## src/rtl/chi_ring_link_ctrl.sv

```systemverilog
// CHI link-layer controller for ring-node local ports: TX/RX LINKACTIVE handshakes
// and per-channel L-credit accounting in both directions.
module chi_ring_link_ctrl #(
    parameter int NUM_PORTS = 2,
    parameter int NUM_CH    = 4,
    parameter int MAX_CRD   = 15,
    parameter int RX_CRD    = 4
) (
    input  logic                        clk,
    input  logic                        rst,
    input  logic [NUM_PORTS-1:0]        link_en,
    output logic [NUM_PORTS-1:0]        TXLINKACTIVEREQ,
    input  logic [NUM_PORTS-1:0]        TXLINKACTIVEACK,
    input  logic [NUM_PORTS-1:0]        RXLINKACTIVEREQ,
    output logic [NUM_PORTS-1:0]        RXLINKACTIVEACK,
    output logic [NUM_PORTS-1:0]        TXSACTIVE,
    input  logic [NUM_PORTS*NUM_CH-1:0] TXLCRDV,
    input  logic [NUM_PORTS*NUM_CH-1:0] tx_flit_send,
    output logic [NUM_PORTS*NUM_CH-1:0] tx_crd_avail,
    output logic [NUM_PORTS*NUM_CH-1:0] tx_lcrd_rtn,
    input  logic [NUM_PORTS*NUM_CH-1:0] RXFLITV,
    input  logic [NUM_PORTS*NUM_CH-1:0] rx_buf_free,
    output logic [NUM_PORTS*NUM_CH-1:0] RXLCRDV,
    output logic [NUM_PORTS-1:0]        link_up,
    output logic [NUM_PORTS-1:0]        crd_err
);
    localparam int CW = $clog2(MAX_CRD + 1);
    localparam int NK = NUM_PORTS * NUM_CH;
    localparam logic [CW-1:0] CRD_MAX = CW'(MAX_CRD);
    localparam logic [CW-1:0] CRD_RX  = CW'(RX_CRD);
    localparam logic [CW-1:0] ONE     = CW'(1);

    // Encoded {REQ,ACK} so TXLINKACTIVEREQ is taken straight from the state register.
    typedef enum logic [1:0] {
        TX_STOP       = 2'b00,
        TX_ACTIVATE   = 2'b10,
        TX_RUN        = 2'b11,
        TX_DEACTIVATE = 2'b01
    } tx_state_t;

    typedef enum logic [1:0] {
        RX_STOP,
        RX_RUN,
        RX_DEACT
    } rx_state_t;

    tx_state_t            tx_st   [NUM_PORTS];
    rx_state_t            rx_st   [NUM_PORTS];
    logic [CW-1:0]        tx_cnt  [NK];
    logic [CW-1:0]        tx_cnt_nx [NK];
    logic [CW-1:0]        rx_pool [NK];
    logic [CW-1:0]        rx_pool_nx [NK];
    logic [CW-1:0]        rx_out  [NK];
    logic [CW-1:0]        rx_out_nx [NK];
    logic [NK-1:0]        rx_issue;
    logic [NUM_PORTS-1:0] rx_idle;
    logic [NUM_PORTS-1:0] tx_err;
    logic [NUM_PORTS-1:0] rx_err;

    always_comb begin
        tx_cnt_nx    = tx_cnt;
        tx_crd_avail = '0;
        tx_lcrd_rtn  = '0;
        tx_err       = '0;
        for (int unsigned k = 0; k < NK; k++) begin
            case (tx_st[k / NUM_CH])
                TX_RUN: begin
                    tx_crd_avail[k] = (tx_cnt[k] != '0);
                    if (TXLCRDV[k] && tx_flit_send[k]) begin
                        if (tx_cnt[k] == '0) tx_err[k / NUM_CH] = 1'b1;
                    end else if (TXLCRDV[k]) begin
                        if (tx_cnt[k] == CRD_MAX) tx_err[k / NUM_CH] = 1'b1;
                        else                      tx_cnt_nx[k] = tx_cnt[k] + ONE;
                    end else if (tx_flit_send[k]) begin
                        if (tx_cnt[k] == '0) tx_err[k / NUM_CH] = 1'b1;
                        else                 tx_cnt_nx[k] = tx_cnt[k] - ONE;
                    end
                end
                TX_ACTIVATE, TX_DEACTIVATE: begin
                    // Each asserted return consumes one credit, so returns run back-to-back.
                    tx_lcrd_rtn[k] = (tx_st[k / NUM_CH] == TX_DEACTIVATE) && (tx_cnt[k] != '0);
                    if (tx_flit_send[k]) tx_err[k / NUM_CH] = 1'b1;
                    if (TXLCRDV[k] && !tx_lcrd_rtn[k]) begin
                        if (tx_cnt[k] == CRD_MAX) tx_err[k / NUM_CH] = 1'b1;
                        else                      tx_cnt_nx[k] = tx_cnt[k] + ONE;
                    end else if (tx_lcrd_rtn[k] && !TXLCRDV[k]) begin
                        tx_cnt_nx[k] = tx_cnt[k] - ONE;
                    end
                end
                default: begin
                    if (tx_flit_send[k]) tx_err[k / NUM_CH] = 1'b1;
                end
            endcase
        end
    end

    always_comb begin
        rx_issue   = '0;
        rx_idle    = '1;
        rx_err     = '0;
        rx_pool_nx = rx_pool;
        rx_out_nx  = rx_out;
        for (int unsigned k = 0; k < NK; k++) begin
            rx_issue[k] = (rx_st[k / NUM_CH] == RX_RUN) && (rx_pool[k] != '0) && (rx_out[k] != CRD_MAX);
            if (rx_out[k] != '0) rx_idle[k / NUM_CH] = 1'b0;
            if (rx_issue[k]) begin
                rx_pool_nx[k] = rx_pool[k] - ONE;
                rx_out_nx[k]  = rx_out[k] + ONE;
            end
            if (rx_buf_free[k] && (rx_pool_nx[k] < CRD_RX)) rx_pool_nx[k] = rx_pool_nx[k] + ONE;
            if (RXFLITV[k]) begin
                if (rx_out[k] == '0) rx_err[k / NUM_CH] = 1'b1;
                else                 rx_out_nx[k] = rx_out_nx[k] - ONE;
            end
        end
    end

    always_ff @(posedge clk or posedge rst) begin
        if (rst) begin
            tx_st   <= '{default: TX_STOP};
            rx_st   <= '{default: RX_STOP};
            tx_cnt  <= '{default: '0};
            rx_pool <= '{default: CRD_RX};
            rx_out  <= '{default: '0};
            RXLCRDV <= '0;
            crd_err <= '0;
        end else begin
            for (int unsigned p = 0; p < NUM_PORTS; p++) begin
                case (tx_st[p])
                    TX_STOP:       if (link_en[p])          tx_st[p] <= TX_ACTIVATE;
                    TX_ACTIVATE:   if (TXLINKACTIVEACK[p])  tx_st[p] <= TX_RUN;
                    TX_RUN:        if (!link_en[p])         tx_st[p] <= TX_DEACTIVATE;
                    TX_DEACTIVATE: if (!TXLINKACTIVEACK[p]) tx_st[p] <= TX_STOP;
                    default:                                tx_st[p] <= TX_STOP;
                endcase
                case (rx_st[p])
                    RX_STOP:  if (RXLINKACTIVEREQ[p])  rx_st[p] <= RX_RUN;
                    RX_RUN:   if (!RXLINKACTIVEREQ[p]) rx_st[p] <= RX_DEACT;
                    RX_DEACT: if (rx_idle[p])          rx_st[p] <= RX_STOP;
                    default:                           rx_st[p] <= RX_STOP;
                endcase
            end
            tx_cnt  <= tx_cnt_nx;
            rx_pool <= rx_pool_nx;
            rx_out  <= rx_out_nx;
            RXLCRDV <= rx_issue;
            crd_err <= crd_err | tx_err | rx_err;
        end
    end

    always_comb begin
        TXLINKACTIVEREQ = '0;
        TXSACTIVE       = '0;
        RXLINKACTIVEACK = '0;
        link_up         = '0;
        for (int unsigned p = 0; p < NUM_PORTS; p++) begin
            TXLINKACTIVEREQ[p] = tx_st[p][1];
            TXSACTIVE[p]       = (tx_st[p] != TX_STOP);
            RXLINKACTIVEACK[p] = (rx_st[p] != RX_STOP);
            link_up[p]         = (tx_st[p] == TX_RUN) && (rx_st[p] == RX_RUN);
        end
    end
endmodule

```

## config.mk

```make
export PLATFORM = sky130hd
export DESIGN_NAME = chi_ring_link_ctrl
export DESIGN_NICKNAME = d
export VERILOG_FILES = /design/src/rtl/chi_ring_link_ctrl.sv
export SDC_FILE = /design/constraint.sdc
export NUM_CORES = 1
export LEC_CHECK = 0
export ABC_AREA = 1
export CORE_MARGIN = 2
export CORE_UTILIZATION = 51
export CTS_CLUSTER_SIZE = 10
export DETAILED_ROUTE_END_ITERATION = 10
export GPL_TIMING_DRIVEN = 1
export PLACE_DENSITY = 0.67
export SLEW_MARGIN = 10
export SYNTH_ARGS = -nofsm -noshare
export SYNTH_HDL_FRONTEND = slang
export SYNTH_SLANG_ARGS = --single-unit
export TNS_END_PERCENT = 10
```

## constraint.sdc

```tcl
create_clock -name clk -period 10.1 [get_ports clk]
set_input_delay 1.01 -clock clk [delete_from_list [all_inputs] [get_ports clk]]
set_output_delay 1.01 -clock clk [all_outputs]
set_load 0.01 [all_outputs]
```

==> PnR_summary.wiki <==
{| class="wikitable"
! Metric !! Value
|-
| Result of the run || finished, violations left
|-
| Violated checks || design-rule violations
|-
| Synth cell types || 43
|-
| Post-Synthesis Mean Instance Area || 7.00 um2
|-
| RSZ-0062 raised after global routing || no
|-
| Post-synthesis share of cell area spent on full adders, half adders and majority gates || 9.55%
|-
| Transition time at the pin with the least slew margin || 0.978 ns
|-
| First-pass DRT Iterations || 8
|-
| Avg Vias per Cell || 5.05
|-
| Area used by sequential logic in the layout || 2860 um2
|-
| Die area || 19600 um2
|-
| Slowest cell delay on critical path || 0.62 ns
|-
| Data arrival time of the worst path || 2.70 ns
|-
| Cell area after technology mapping || 9430 um2
|-
| Hold Startpoint || tx_cnt[23]
|-
| Wire length of the first global-routing pass || 35000 um
|-
| Post-synthesis to final-layout area growth || 15.2%
|-
| Synth Net Count || 1460
|-
| Critical path's top delay family || buffers and inverters
|-
| Fraction of synthesized cell area taken by the top area cell type || 28.1%
|-
| Post-layout min period || 3.71 ns
|-
| Register-to-register setup slack || 7.73 ns
|-
| Area contributors post-synth || sky130_fd_sc_hd__dfrtp_1, sky130_fd_sc_hd__nand2_1, sky130_fd_sc_hd__ha_1
|-
| Dominant combinational cell family by area after synthesis || simple AND/OR/NAND/NOR gates
|-
| Critical path start-end classification || flop to primary output
|-
| Final-report setup violation count || 0
|-
| Fill cells || 1716
|-
| Tightest slew margin relative to the limit || 34.8%
|-
| Root buf cell || sky130_fd_sc_hd__clkbuf_16
|-
| Relative contribution of sequential cells to total power || 25.0%
|-
| Count of pins over their slew limit || 0
|-
| Cell type with the highest aggregate area in the netlist || sky130_fd_sc_hd__dfrtp_1
|-
| Fraction of final layout cells with drive strength greater than 1 || 6.90%
|-
| Startpoint of the lowest-slack register-to-register path || TXLINKACTIVEREQ[0]
|-
| Area of the multi-input gates || 5690 um2
|-
| Net total in the final layout || 1534
|-
| Pint || 2.01 mW
|-
| Die Width || 140 um
|-
| Final cycle utilization of the critical path || 36.7%
|-
| Vias in the first global route || 7926
|-
| Number of placed I/O pins || 74
|-
| Setup TNS Final || 0 ns
|-
| Number of antenna diodes || 0
|-
| Required time at the endpoint of the critical path || 9.09 ns
|-
| Maximum number of pins on one net before global-route repair || 77
|-
| Routability congestion estimate from global placement || 0.852
|-
| Number of cells produced by synthesis || 1348
|-
| Total of hold buffers inserted after clock tree synthesis || 0
|-
| Number of stages on the worst hold path || 2
|-
| All-Layer GR Usage || 21.5%
|-
| Combinational group share of total power || 60.3%
|-
| GR Overflow Total || 0
|-
| Worst vdd rail ir drop || 0.259 mV
|-
| Post-synth ARST share || 100%
|-
| Number of nets with antenna violations after routing || 0
|-
| Port Buffer Count || 73
|-
| Post-route clock skew || 0.0120 ns
|-
| Buffers plus inverters on the worst setup path || 3
|-
| TritonCTS clock tree || done
|-
| Tightest hold margin || 0.501 ns
|-
| Area fraction in compound gates after synthesis || 9.18%
|-
| Depth of the CTS H-tree || 4
|-
| F_max || 0.269 GHz
|-
| Most used DFF post-synth || sky130_fd_sc_hd__dfrtp_1
|-
| Clock power share || 14.8%
|-
| Final count of hold timing violations || 0
|-
| Number of clock buffers inserted by TritonCTS || 17
|-
| Initial Utilization || 52.2%
|-
| Final routed wire length divided by cell count || 12.0 um
|-
| Total of flip-flops plus latches after synthesis || 114
|-
| Maximum buffer depth of the clock tree || 2
|-
| FP Rows || 49
|-
| Register clock-pin slew on the reported worst setup and hold paths || 0.06 ns
|-
| Final instance area || 10900 um2
|-
| Number of gates resized after CTS || 0
|-
| Hold/Removal Path Class || flop to flop
|-
| Reg-to-reg endpoint || tx_cnt[29]
|-
| DRC marker count from the first detailed-route iteration || 435
|-
| Number of enable flip-flop cells after synthesis || 0
|-
| Antenna violations before repair || 0
|-
| Leading cell type by number of instances after synthesis || sky130_fd_sc_hd__nand2_1
|-
| Standby leakage power || 5.57 nW
|-
| Clock network latency to the later pin of the worst-skew pair || 0.42 ns
|-
| Sinks on Clock Net || 114
|-
| Mux contribution to synthesized area || 0.106%
|-
| Slowest stage cell, crit path || sky130_fd_sc_hd__ha_1
|-
| Seq/Total Area, Yosys || 30.3%
|-
| Total placed instance area || 10300 um2
|-
| Die extent in y || 140 um
|-
| Synthesized-area fraction occupied by and/or/nand/nor cells || 37.0%
|-
| Power density over the cells || 356 nW/um2
|-
| Yosys Warn Count || 0
|-
| Most instantiated cells after synthesis || sky130_fd_sc_hd__nand2_1, sky130_fd_sc_hd__inv_1, sky130_fd_sc_hd__nor2_1
|-
| Xor/xnor cell area share of the yosys netlist || 4.46%
|-
| Detailed-placement wirelength estimate || 15200 um
|-
| Power dissipated by switching net loads || 1.87 mW
|-
| Sw frac || 48.2%
|-
| Sequence of cells on the critical path || inv_1, ha_1, clkinv_1, nor2_1, clkdlybuf4s50_1
|-
| Post-Route WL || 20000 um
|-
| Min-Delay Endpoint || tx_cnt[23]
|-
| Category of the worst setup path capture point || primary output
|-
| Total of max-cap violations || 0
|-
| Post-CTS repair timing setup buffer count || 0
|-
| Crit-path max FO || 18
|-
| Sort of element at the start of the critical path || flop
|-
| R2R cell count || 9
|-
| Core area || 18100 um2
|-
| Vias || 8395
|-
| DRC || 4
|}
-- sequential cells by signal, indices dropped and copies added (netlist names) --
register,count
RXLCRDV,8
tx_cnt,32
rx_out,32
crd_err,2
rx_st,4
TXLINKACTIVEREQ,2
rx_pool,32
tx_st,2
-- worst reg2reg max path, delay by kind of cell (launching register included) --
kind                     cells  cell delay [ns]
AND/OR/NAND/NOR              3             0.29
flip-flops                   1             0.39
AO/OA/AOI/OAI                2             0.32
adder cells (fa/ha/maj)      1             0.62
buffers and inverters        3             0.62
-- cell usage in the layout (no fill, tap or decap), types with 8 or more instances in the layout --
master,synthesis,layout
sky130_fd_sc_hd__nor3_1,12,12
sky130_fd_sc_hd__nand2_4,8,8
sky130_fd_sc_hd__nand3_4,14,14
sky130_fd_sc_hd__nand3_1,108,108
sky130_fd_sc_hd__dfrtp_1,106,106
sky130_fd_sc_hd__nand4_1,33,33
sky130_fd_sc_hd__nor2_4,10,10
sky130_fd_sc_hd__dfstp_2,8,8
sky130_fd_sc_hd__nor2_1,150,150
sky130_fd_sc_hd__o21a_1,8,8
sky130_fd_sc_hd__clkdlybuf4s50_1,0,73
sky130_fd_sc_hd__o21ai_0,75,75
sky130_fd_sc_hd__xor2_1,30,30
sky130_fd_sc_hd__a21o_1,9,9
sky130_fd_sc_hd__clkbuf_16,0,17
sky130_fd_sc_hd__a21oi_1,27,27
sky130_fd_sc_hd__inv_1,191,190
sky130_fd_sc_hd__nand2_1,374,374
sky130_fd_sc_hd__o21ai_1,8,8
sky130_fd_sc_hd__nand2_2,10,10
sky130_fd_sc_hd__ha_1,72,72
sky130_fd_sc_hd__nand3b_1,17,17
sky130_fd_sc_hd__xnor2_1,18,18
-- power groups by stage --
stage	Sequential (mW)	Combinational (mW)	Clock [mW]
after floorplan	0.898	1.91	0
after global placement	0.965	2.29	0
after detailed placement	0.970	2.33	0
after CTS	0.965	2.35	0.586
after global routing	1.01	2.72	0.608
final	0.968	2.33	0.571
-- stage by stage --
stage                     setup WS, ns  instances  power (mW)  utilization (%)
after global placement            6.88       1632        3.25             57.0
after detailed placement          6.82       1632        3.30             57.0
after global routing              6.15       1663        4.34             60.1
after floorplan                   6.09       1348        2.81                -
final                             6.39       1663        3.87             60.1
after CTS                         6.35       1663        3.90             60.1
-- area by class of cell --
type / count / area share, %
inverters: 196 / 6.79
repair buffers: 74 / 6.79
well taps: 229 / 2.64
multi-input cells: 1019 / 52.3
clock buffers: 25 / 4.38
flip-flops and latches: 114 / 26.3
clock inverters: 6 / 0.737
-- worst max-delay path by stage --
| stage | cells after the start | endpoint | start | slack, ns |
|---|---|---|---|---|
| floorplan | 1 | RXLCRDV[0] | rst | 6.09 |
| global placement | 5 | tx_lcrd_rtn[0] | TXLINKACTIVEREQ[0] | 6.88 |
| detailed placement | 5 | tx_lcrd_rtn[2] | TXLINKACTIVEREQ[0] | 6.82 |
| CTS | 5 | tx_lcrd_rtn[2] | TXLINKACTIVEREQ[0] | 6.35 |
| global route | 5 | tx_lcrd_rtn[3] | TXLINKACTIVEREQ[0] | 6.15 |
| finish | 5 | tx_lcrd_rtn[2] | TXLINKACTIVEREQ[0] | 6.39 |
-- layer usage --
| layer | track usage (%) | vias to the layer above | routed length [um] |
|---|---|---|---|
| li1 | - | 4475 | - |
| met1 | 28.7 | 3771 | 10000 |
| met2 | 35.3 | 127 | 8980 |
| met3 | 4.27 | 22 | 673 |
| met4 | 6.86 | 0 | 363 |
| met5 | 0 | - | 0 |
-- cell families after synthesis --
group | count (synthesis)
fa+ha+maj | 72
xor+xnor | 48
buf+inv | 215
mux | 1
compound gates | 151
simple gates | 747
flops | 114
Power figures use the tool's default switching activity.
